[src/rtl/exe_divider.sv]
// Iterative restoring divider for DIV/DIVU: quotient to LO, remainder to HI, one bit per cycle.
// 33 stall cycles from start to DONE; results held in DONE while StallOtherE is high.
module exe_divider #(
  parameter int WIDTH = 32
) (
  input  logic             clock,
  input  logic             reset,
  input  logic [1:0]       isDivE,
  input  logic [WIDTH-1:0] SrcAE,
  input  logic [WIDTH-1:0] SrcBE,
  input  logic             FlushE,
  input  logic             StallOtherE,
  output logic             DivStallE,
  output logic             DivValidE,
  output logic [WIDTH-1:0] DivHiE,
  output logic [WIDTH-1:0] DivLoE
);

  localparam int CW = $clog2(WIDTH);

  typedef enum logic [1:0] {IDLE, BUSY, DONE} state_t;

  state_t           state;
  logic [WIDTH-1:0] rem;
  logic [WIDTH-1:0] quo;
  logic [WIDTH-1:0] divisor;
  logic [WIDTH-1:0] origA;
  logic [CW-1:0]    count;
  logic             negQ;
  logic             negR;
  logic             divZero;

  logic             isSigned;
  logic             start;
  logic [WIDTH-1:0] absA;
  logic [WIDTH-1:0] absB;
  logic [WIDTH:0]   shifted;
  logic [WIDTH:0]   trial;
  logic             qBit;
  logic [WIDTH-1:0] nextRem;
  logic [WIDTH-1:0] nextQuo;
  logic [WIDTH-1:0] finalLo;
  logic [WIDTH-1:0] finalHi;

  always_comb begin
    isSigned = (isDivE == 2'b01);
    start    = (state == IDLE) && ((isDivE == 2'b01) || (isDivE == 2'b10)) && !FlushE && !reset;
    absA     = (isSigned && SrcAE[WIDTH-1]) ? -SrcAE : SrcAE;
    absB     = (isSigned && SrcBE[WIDTH-1]) ? -SrcBE : SrcBE;
    // The 33-bit trial subtract's top bit is the borrow: clear means the divisor fits.
    shifted  = {rem, quo[WIDTH-1]};
    trial    = shifted - {1'b0, divisor};
    qBit     = !trial[WIDTH];
    nextRem  = qBit ? trial[WIDTH-1:0] : shifted[WIDTH-1:0];
    nextQuo  = {quo[WIDTH-2:0], qBit};
    finalLo  = divZero ? '1    : (negQ ? -nextQuo : nextQuo);
    finalHi  = divZero ? origA : (negR ? -nextRem : nextRem);
    DivStallE = start || (state == BUSY);
  end

  always_ff @(posedge clock or posedge reset) begin
    if (reset) begin
      state     <= IDLE;
      rem       <= '0;
      quo       <= '0;
      divisor   <= '0;
      origA     <= '0;
      count     <= '0;
      negQ      <= 1'b0;
      negR      <= 1'b0;
      divZero   <= 1'b0;
      DivValidE <= 1'b0;
      DivHiE    <= '0;
      DivLoE    <= '0;
    end else begin
      case (state)
        IDLE: begin
          if (start) begin
            divisor <= absB;
            quo     <= absA;
            rem     <= '0;
            count   <= '0;
            negQ    <= isSigned && (SrcAE[WIDTH-1] ^ SrcBE[WIDTH-1]);
            negR    <= isSigned && SrcAE[WIDTH-1];
            origA   <= SrcAE;
            divZero <= (SrcBE == '0);
            state   <= BUSY;
          end else if (FlushE) begin
            DivValidE <= 1'b0;
            DivHiE    <= '0;
            DivLoE    <= '0;
          end
        end
        BUSY: begin
          if (FlushE) begin
            state     <= IDLE;
            DivValidE <= 1'b0;
            DivHiE    <= '0;
            DivLoE    <= '0;
          end else begin
            rem   <= nextRem;
            quo   <= nextQuo;
            count <= count + 1'b1;
            if (count == CW'(WIDTH - 1)) begin
              DivLoE    <= finalLo;
              DivHiE    <= finalHi;
              DivValidE <= 1'b1;
              state     <= DONE;
            end
          end
        end
        DONE: begin
          if (FlushE) begin
            state     <= IDLE;
            DivValidE <= 1'b0;
            DivHiE    <= '0;
            DivLoE    <= '0;
          end else if (!StallOtherE) begin
            state     <= IDLE;
            DivValidE <= 1'b0;
          end
        end
        default: state <= IDLE;
      endcase
    end
  end

endmodule

[config.mk]
export PLATFORM = sky130hd
export DESIGN_NAME = exe_divider
export DESIGN_NICKNAME = d
export VERILOG_FILES = /design/src/rtl/exe_divider.sv
export SDC_FILE = /design/constraint.sdc
export NUM_CORES = 1
export LEC_CHECK = 0
export BUFFER_PORTS_ARGS = -buffer_cell sky130_fd_sc_hd__buf_2
export CAP_MARGIN = 10
export CORE_ASPECT_RATIO = 0.6
export CORE_MARGIN = 2
export CORE_UTILIZATION = 30
export CTS_BUF_LIST = sky130_fd_sc_hd__clkbuf_16
export DETAILED_ROUTE_END_ITERATION = 12
export PLACE_DENSITY = 0.45
export SYNTH_ARGS = -nofsm -noshare
export SYNTH_HDL_FRONTEND = slang
export SYNTH_SLANG_ARGS = --single-unit
[constraint.sdc]
create_clock -name clock -period 6.15 [get_ports clock]
set_input_delay 0 -clock clock [delete_from_list [all_inputs] [get_ports clock]]
set_output_delay 0 -clock clock [all_outputs]
set_load 0.01 [all_outputs]
### Word level (Yosys, flattened, before mapping)

Index checks and enable logic that the tools add are counted.

* memories: 0
* bits in latches: 0
* bits in read-only memories: 0
* bits of input ports: 70
* RAM bits: 0
* flip-flop bits (word level): 203
* output and inout port bits: 66
* logic and storage cells: 89

* eq/ne operators: 11
* bitwise gates (word level): 1
* shift operators: 0
* reductions and logical operators: 20
* divide/modulo/power cells: 0
* magnitude comparators: 0
* mux-type cells: 39
* $mul: 0
* add/subtract/negate cells: 6

Operators with widths (count)
* two-way mux 32 bit: 19
* one-hot mux 32 bit (3 select lines): 2
* negator 32 bit: 4
* one-hot mux 32 bit (2 select lines): 2
* subtractor 33 x 32 -> 33 bit: 1
* zero test 32 bit: 1
* two-way mux 2 bit: 5
* two-way mux 5 bit: 2
* one-hot mux 5 bit (2 select lines): 1
* AND reduction 3 bit: 3
* inequality test 2 bit (second input constant): 4
* logical AND 1 bit: 6
* two-way mux 1 bit: 6
* one-hot mux 2 bit (3 select lines): 1
* adder 5 x 1 -> 5 bit (second input constant): 1
* equality test 5 bit (second input constant): 1
* AND reduction 5 bit: 1
* equality test 2 x 1 -> 1 bit (second input constant): 2
* equality test 2 bit (second input constant): 2
* zero test 1 bit: 3
* inequality test 3 x 2 -> 1 bit (second input constant): 1
* inequality test 3 bit (second input constant): 1
* one-hot mux 1 bit (3 select lines): 1
* nonzero test 3 bit: 1
* other kinds (5): 6

### Depth between registers and ports, before layout

* depth after elaboration: 8
* mapped depth: 21
* depth with buffers taken out: 18

### Worst setup path after synthesis

No wires, ideal clock.

* path kind: reg-to-reg
* start point: reg quo[31]
* end point: reg DivLoE[28]
* required time: 6.027 ns
* setup time: 0.123 ns
* slack: 1.991 ns
* path buffers: 3
* stages on the path, launching flop included: 22
* arrival time: 4.036 ns
* clock period less this slack: 4.159 ns
* path through: dfrtp_1 inv_1 ha_1 inv_1 fa_1 a211oi_2 o211a_1 nor3_2 o211ai_1 mux2_4 nor2_4 inv_2 buf_2 buf_2 buf_2 ha_1 nand4_1 o31ai_1 nand3_1 xor2_1 o21ai_0 nand2_1

* longest elaborated chain between the ends: 8

RTL lines
* from (decl): RTL line 25 `logic [WIDTH-1:0] quo;`
* from (signal assigned): RTL line 80 `quo <= absA;`
* from (signal assigned): RTL line 102 `quo <= nextQuo;`
* subtractor 33 x 32 -> 33 bit: RTL line 52 `trial = shifted - {1'b0, divisor};`
* zero test 1 bit: RTL line 53 `qBit = !trial[WIDTH];`
* negator 32 bit: RTL line 56 `finalLo = divZero ? '1 : (negQ ? -nextQuo : nextQuo);`
* two-way mux 32 bit (2 in a row): RTL line 56
* two-way mux 32 bit: RTL line 104 `if (count == CW'(WIDTH - 1)) begin`
* two-way mux 32 bit: RTL line 95 `if (FlushE) begin`
* one-hot mux 32 bit (3 select lines): RTL line 76 `case (state)`
* to (signal assigned): RTL line 105 `DivLoE <= finalLo;`
* to (decl): RTL line 16 `output logic [WIDTH-1:0] DivLoE`

No other way between the ends. The select of a mux whose other input is x is not followed.
A chain may end at the register's enable or synchronous reset.

### Worst setup path in the final report

Ends and elaborated chain as after synthesis.

==> results.md <==
* Placed cell count at 2316
* Max-cap violations at 0
* ANT nets after route at 0
* Initial antenna violation count at 0
* Iter 0 DRT Violations at 1093
* FILL cells at 4662
* Dpl ws at 1.43 ns
* Num rows at 60
* Chip height at 169 um
* RD Place Congestion at 0.914
* DRT Pass-1 Iters at 5
* First-pass GRT wire length at 72.3 mm
* Critical Path AT at 5.17 ns
* Worst hold path class: in2reg
* IO Pins at 136
* WP data required at 6.56 ns
* Vias per Instance at 5.23
* Post-route DRC at 0
* P&R area growth vs syn at 19.5%
* Leak Pwr at 7.27 nW
* Detail Placement HPWL at 34.0 mm
* Congestion Overflow GR at 0
* ANT cells at 0
* Pwr/cell area at 276 nW/um^2
* WL/cell at 19.0 um
* Top FF cell, synth: dfrtp_1
* # port buffers at 135
* H-tree levels at 1
* Fin Setup TNS at 0 ns
* Largest stage delay on the critical path at 0.81 ns
* Post-Route WL at 46.3 mm
* RSZ-0062 raised after global routing: no
* Minimum clock period at 4.76 ns
* Slew Limit Headroom at 0.232
* Critical Path End Type: flip-flop
* Startpoint types: flip-flop
* Sink Count at 203
* Worst reg2reg setup slack at 1.39 ns
* Post-synth ARST share at 1.00
* Setup WS post-layout at 1.39 ns
* Status: finished clean
* Number of synthesized flops with an enable pin at 0
* Slew Viols, Final at 0
* # Post-CTS Setup Buffers at 0
* Mapped Area at 13600 um^2
* Delay-heaviest family, CP: compound AO/OA/AOI/OAI gates
* Final core occ at 0.363
* Clk pin slew, worst setup/hold paths at 0.06 ns
* DIE AREA at 47200 um^2
* Mapped Nets at 1781
* CP bufs+invs at 3
* Slowest CP cell: o31ai_1
* Final worst clock skew at 0.0110 ns
* Post-route clock period utilization at 0.774
* Core area at 44800 um^2
* Initial Util at 0.304
* Clock tree buffer depth at 3
* Non-filler instance count after layout at 2437
* Via count at 12700
* Hold WS at 0.0481 ns
* Finish-stage setup viols at 0
* CTS tree: yes
* Setup CP Type: reg2reg
* Post-Syn Instances at 1672
* Skew-Pair Late Insertion Delay at 0.53 ns
* Peak VDD IR at 0.000192 V
* Vias in the first global route at 12100
* Die X-Extent at 279 um
* CTS Buf Count at 23
* Avg Cell Area, Syn at 8.14 um^2
* Worst Max-Slew Pin Slew at 1.15 ns
* Clock Tree Root: clkbuf_16
* Nets at 1942
* Sequence of cells on the critical path: inv_1 > ha_1 > inv_1 > fa_1 > a211oi_2 > o211a_1 > nor3_2 > o211ai_1 > mux2_4 > nor2_4 > inv_2 > ha_1 > nand4_1 > o31ai_1 > nand3_1 > xor2_1 > o21ai_0 > nand2_1
* CTS Hold Bufs at 81
* CTS resizes at 0
* Post-synth cell types at 90
* CP Max Fanout at 17
* Post-synthesis sequential area ratio at 0.373
* Layout cells sized above 1 at 0.126
* Fmax at 0.210 GHz
* Synthesized flop and latch total at 203
* Gr usage total at 0.195
* Synth Warn # at 0
* Largest net degree at the start of global routing at 128
* Final Hold Viols at 0
layout make-up:
cell class	count	area, um^2	share of cell area
sequential	203	5080	0.312
inverter	55	214	0.0131
tap	589	737	0.0453
clock inverter	17	111	0.00684
timing repair buffer	228	1580	0.0969
clock buffer	23	576	0.0354
multi-input combinational	1322	7980	0.490
per-stage QoR:
stage,total power [mW],instance area [um^2]
final,4.48,16300
after floorplan,2.72,13600
after global placement,3.13,14800
after global routing,4.79,16300
after CTS,4.53,16300
after detailed placement,3.14,14800
sequential cells by signal, indices dropped and copies added, names as in the netlist:
name / flops
count: 5
DivValidE: 1
negQ: 1
rem: 32
origA: 32
state: 2
divZero: 1
negR: 1
DivHiE: 32
DivLoE: 32
quo: 32
divisor: 32
cell families (layout without fill, tap and decap cells):
logic type / after synthesis / after routing / share of synthesized area
AND/OR/NAND/NOR: 608 / 608 / 0.201
AO/OA/AOI/OAI: 508 / 508 / 0.235
flip-flops: 203 / 203 / 0.373
buffers and inverters: 147 / 323 / 0.0432
XOR/XNOR: 135 / 135 / 0.0868
adder cells (fa/ha/maj): 39 / 39 / 0.0364
multiplexers: 32 / 32 / 0.0242
synth_stat cells, drive strengths merged (21+ instances only):
cell / instances / share of area
a21oi: 102 / 0.039
a22oi: 30 / 0.017
buf: 23 / 0.0090
clkbuf: 69 / 0.019
dfrtp: 203 / 0.37
ha: 38 / 0.035
inv: 54 / 0.015
mux2i: 28 / 0.021
nand2: 332 / 0.092
nand3: 21 / 0.0077
nor2: 98 / 0.028
nor3: 36 / 0.014
o21ai: 231 / 0.086
o31ai: 23 / 0.013
or3: 25 / 0.011
xnor2: 76 / 0.049
xor2: 59 / 0.038
worst min-delay path, cell delays in order:
cell	delay, ns
buf_2	0.08
ha_1	0.17
nor4_2	0.13
o21ai_0	0.15
cells in the final DEF, fill, tap and decap left out, types with 10 or more instances in the layout:
master and n:
nand2_1 332, xnor2_1 76, nor2_1 95, nand3_1 21
a211oi_1 17, clkbuf_16 23, nor3_1 35, nor4_1 16
or3_1 25, o31ai_1 22, a21o_1 11, ha_1 38
a21oi_1 98, o21ai_0 207, o21ai_1 21, and2_1 12
o41ai_1 10, buf_4 12, inv_1 58, a22oi_1 30
or4_1 12, buf_2 135, mux2i_1 28, a22o_1 11
dfrtp_1 202, dlygate4sd3_1 81, xor2_1 59, o211ai_1 10
a31oi_1 12
metal layers:
metal,vias up,GRT usage,routed length [um]
met5,-,0,0
met1,6213,0.310,24500
li1,6227,-,-
met4,0,0.0411,962
met3,43,0.0301,2160
met2,263,0.274,18700
final timing paths:
| check | startpoint | end | depth (start not counted) |
|---|---|---|---|
| setup reg to reg | quo[31] | DivLoE[28] | 18 |
| hold / removal | isDivE[0] | divisor[31] | 4 |
| min in group asynchronous | reset | divisor[21] | 3 |
| max in group asynchronous | reset | origA[28] | 4 |
| setup / recovery | quo[31] | DivLoE[28] | 18 |
| hold reg to reg | DivLoE[29] | DivLoE[29] | 2 |
power breakdown:
group	switching, mW	internal [mW]
Clock	0.602	0.721
Combinational	0.885	0.547
Sequential	0.199	1.53
Total	1.69	2.80
Note: power is estimated with default switching activity, not from simulation.
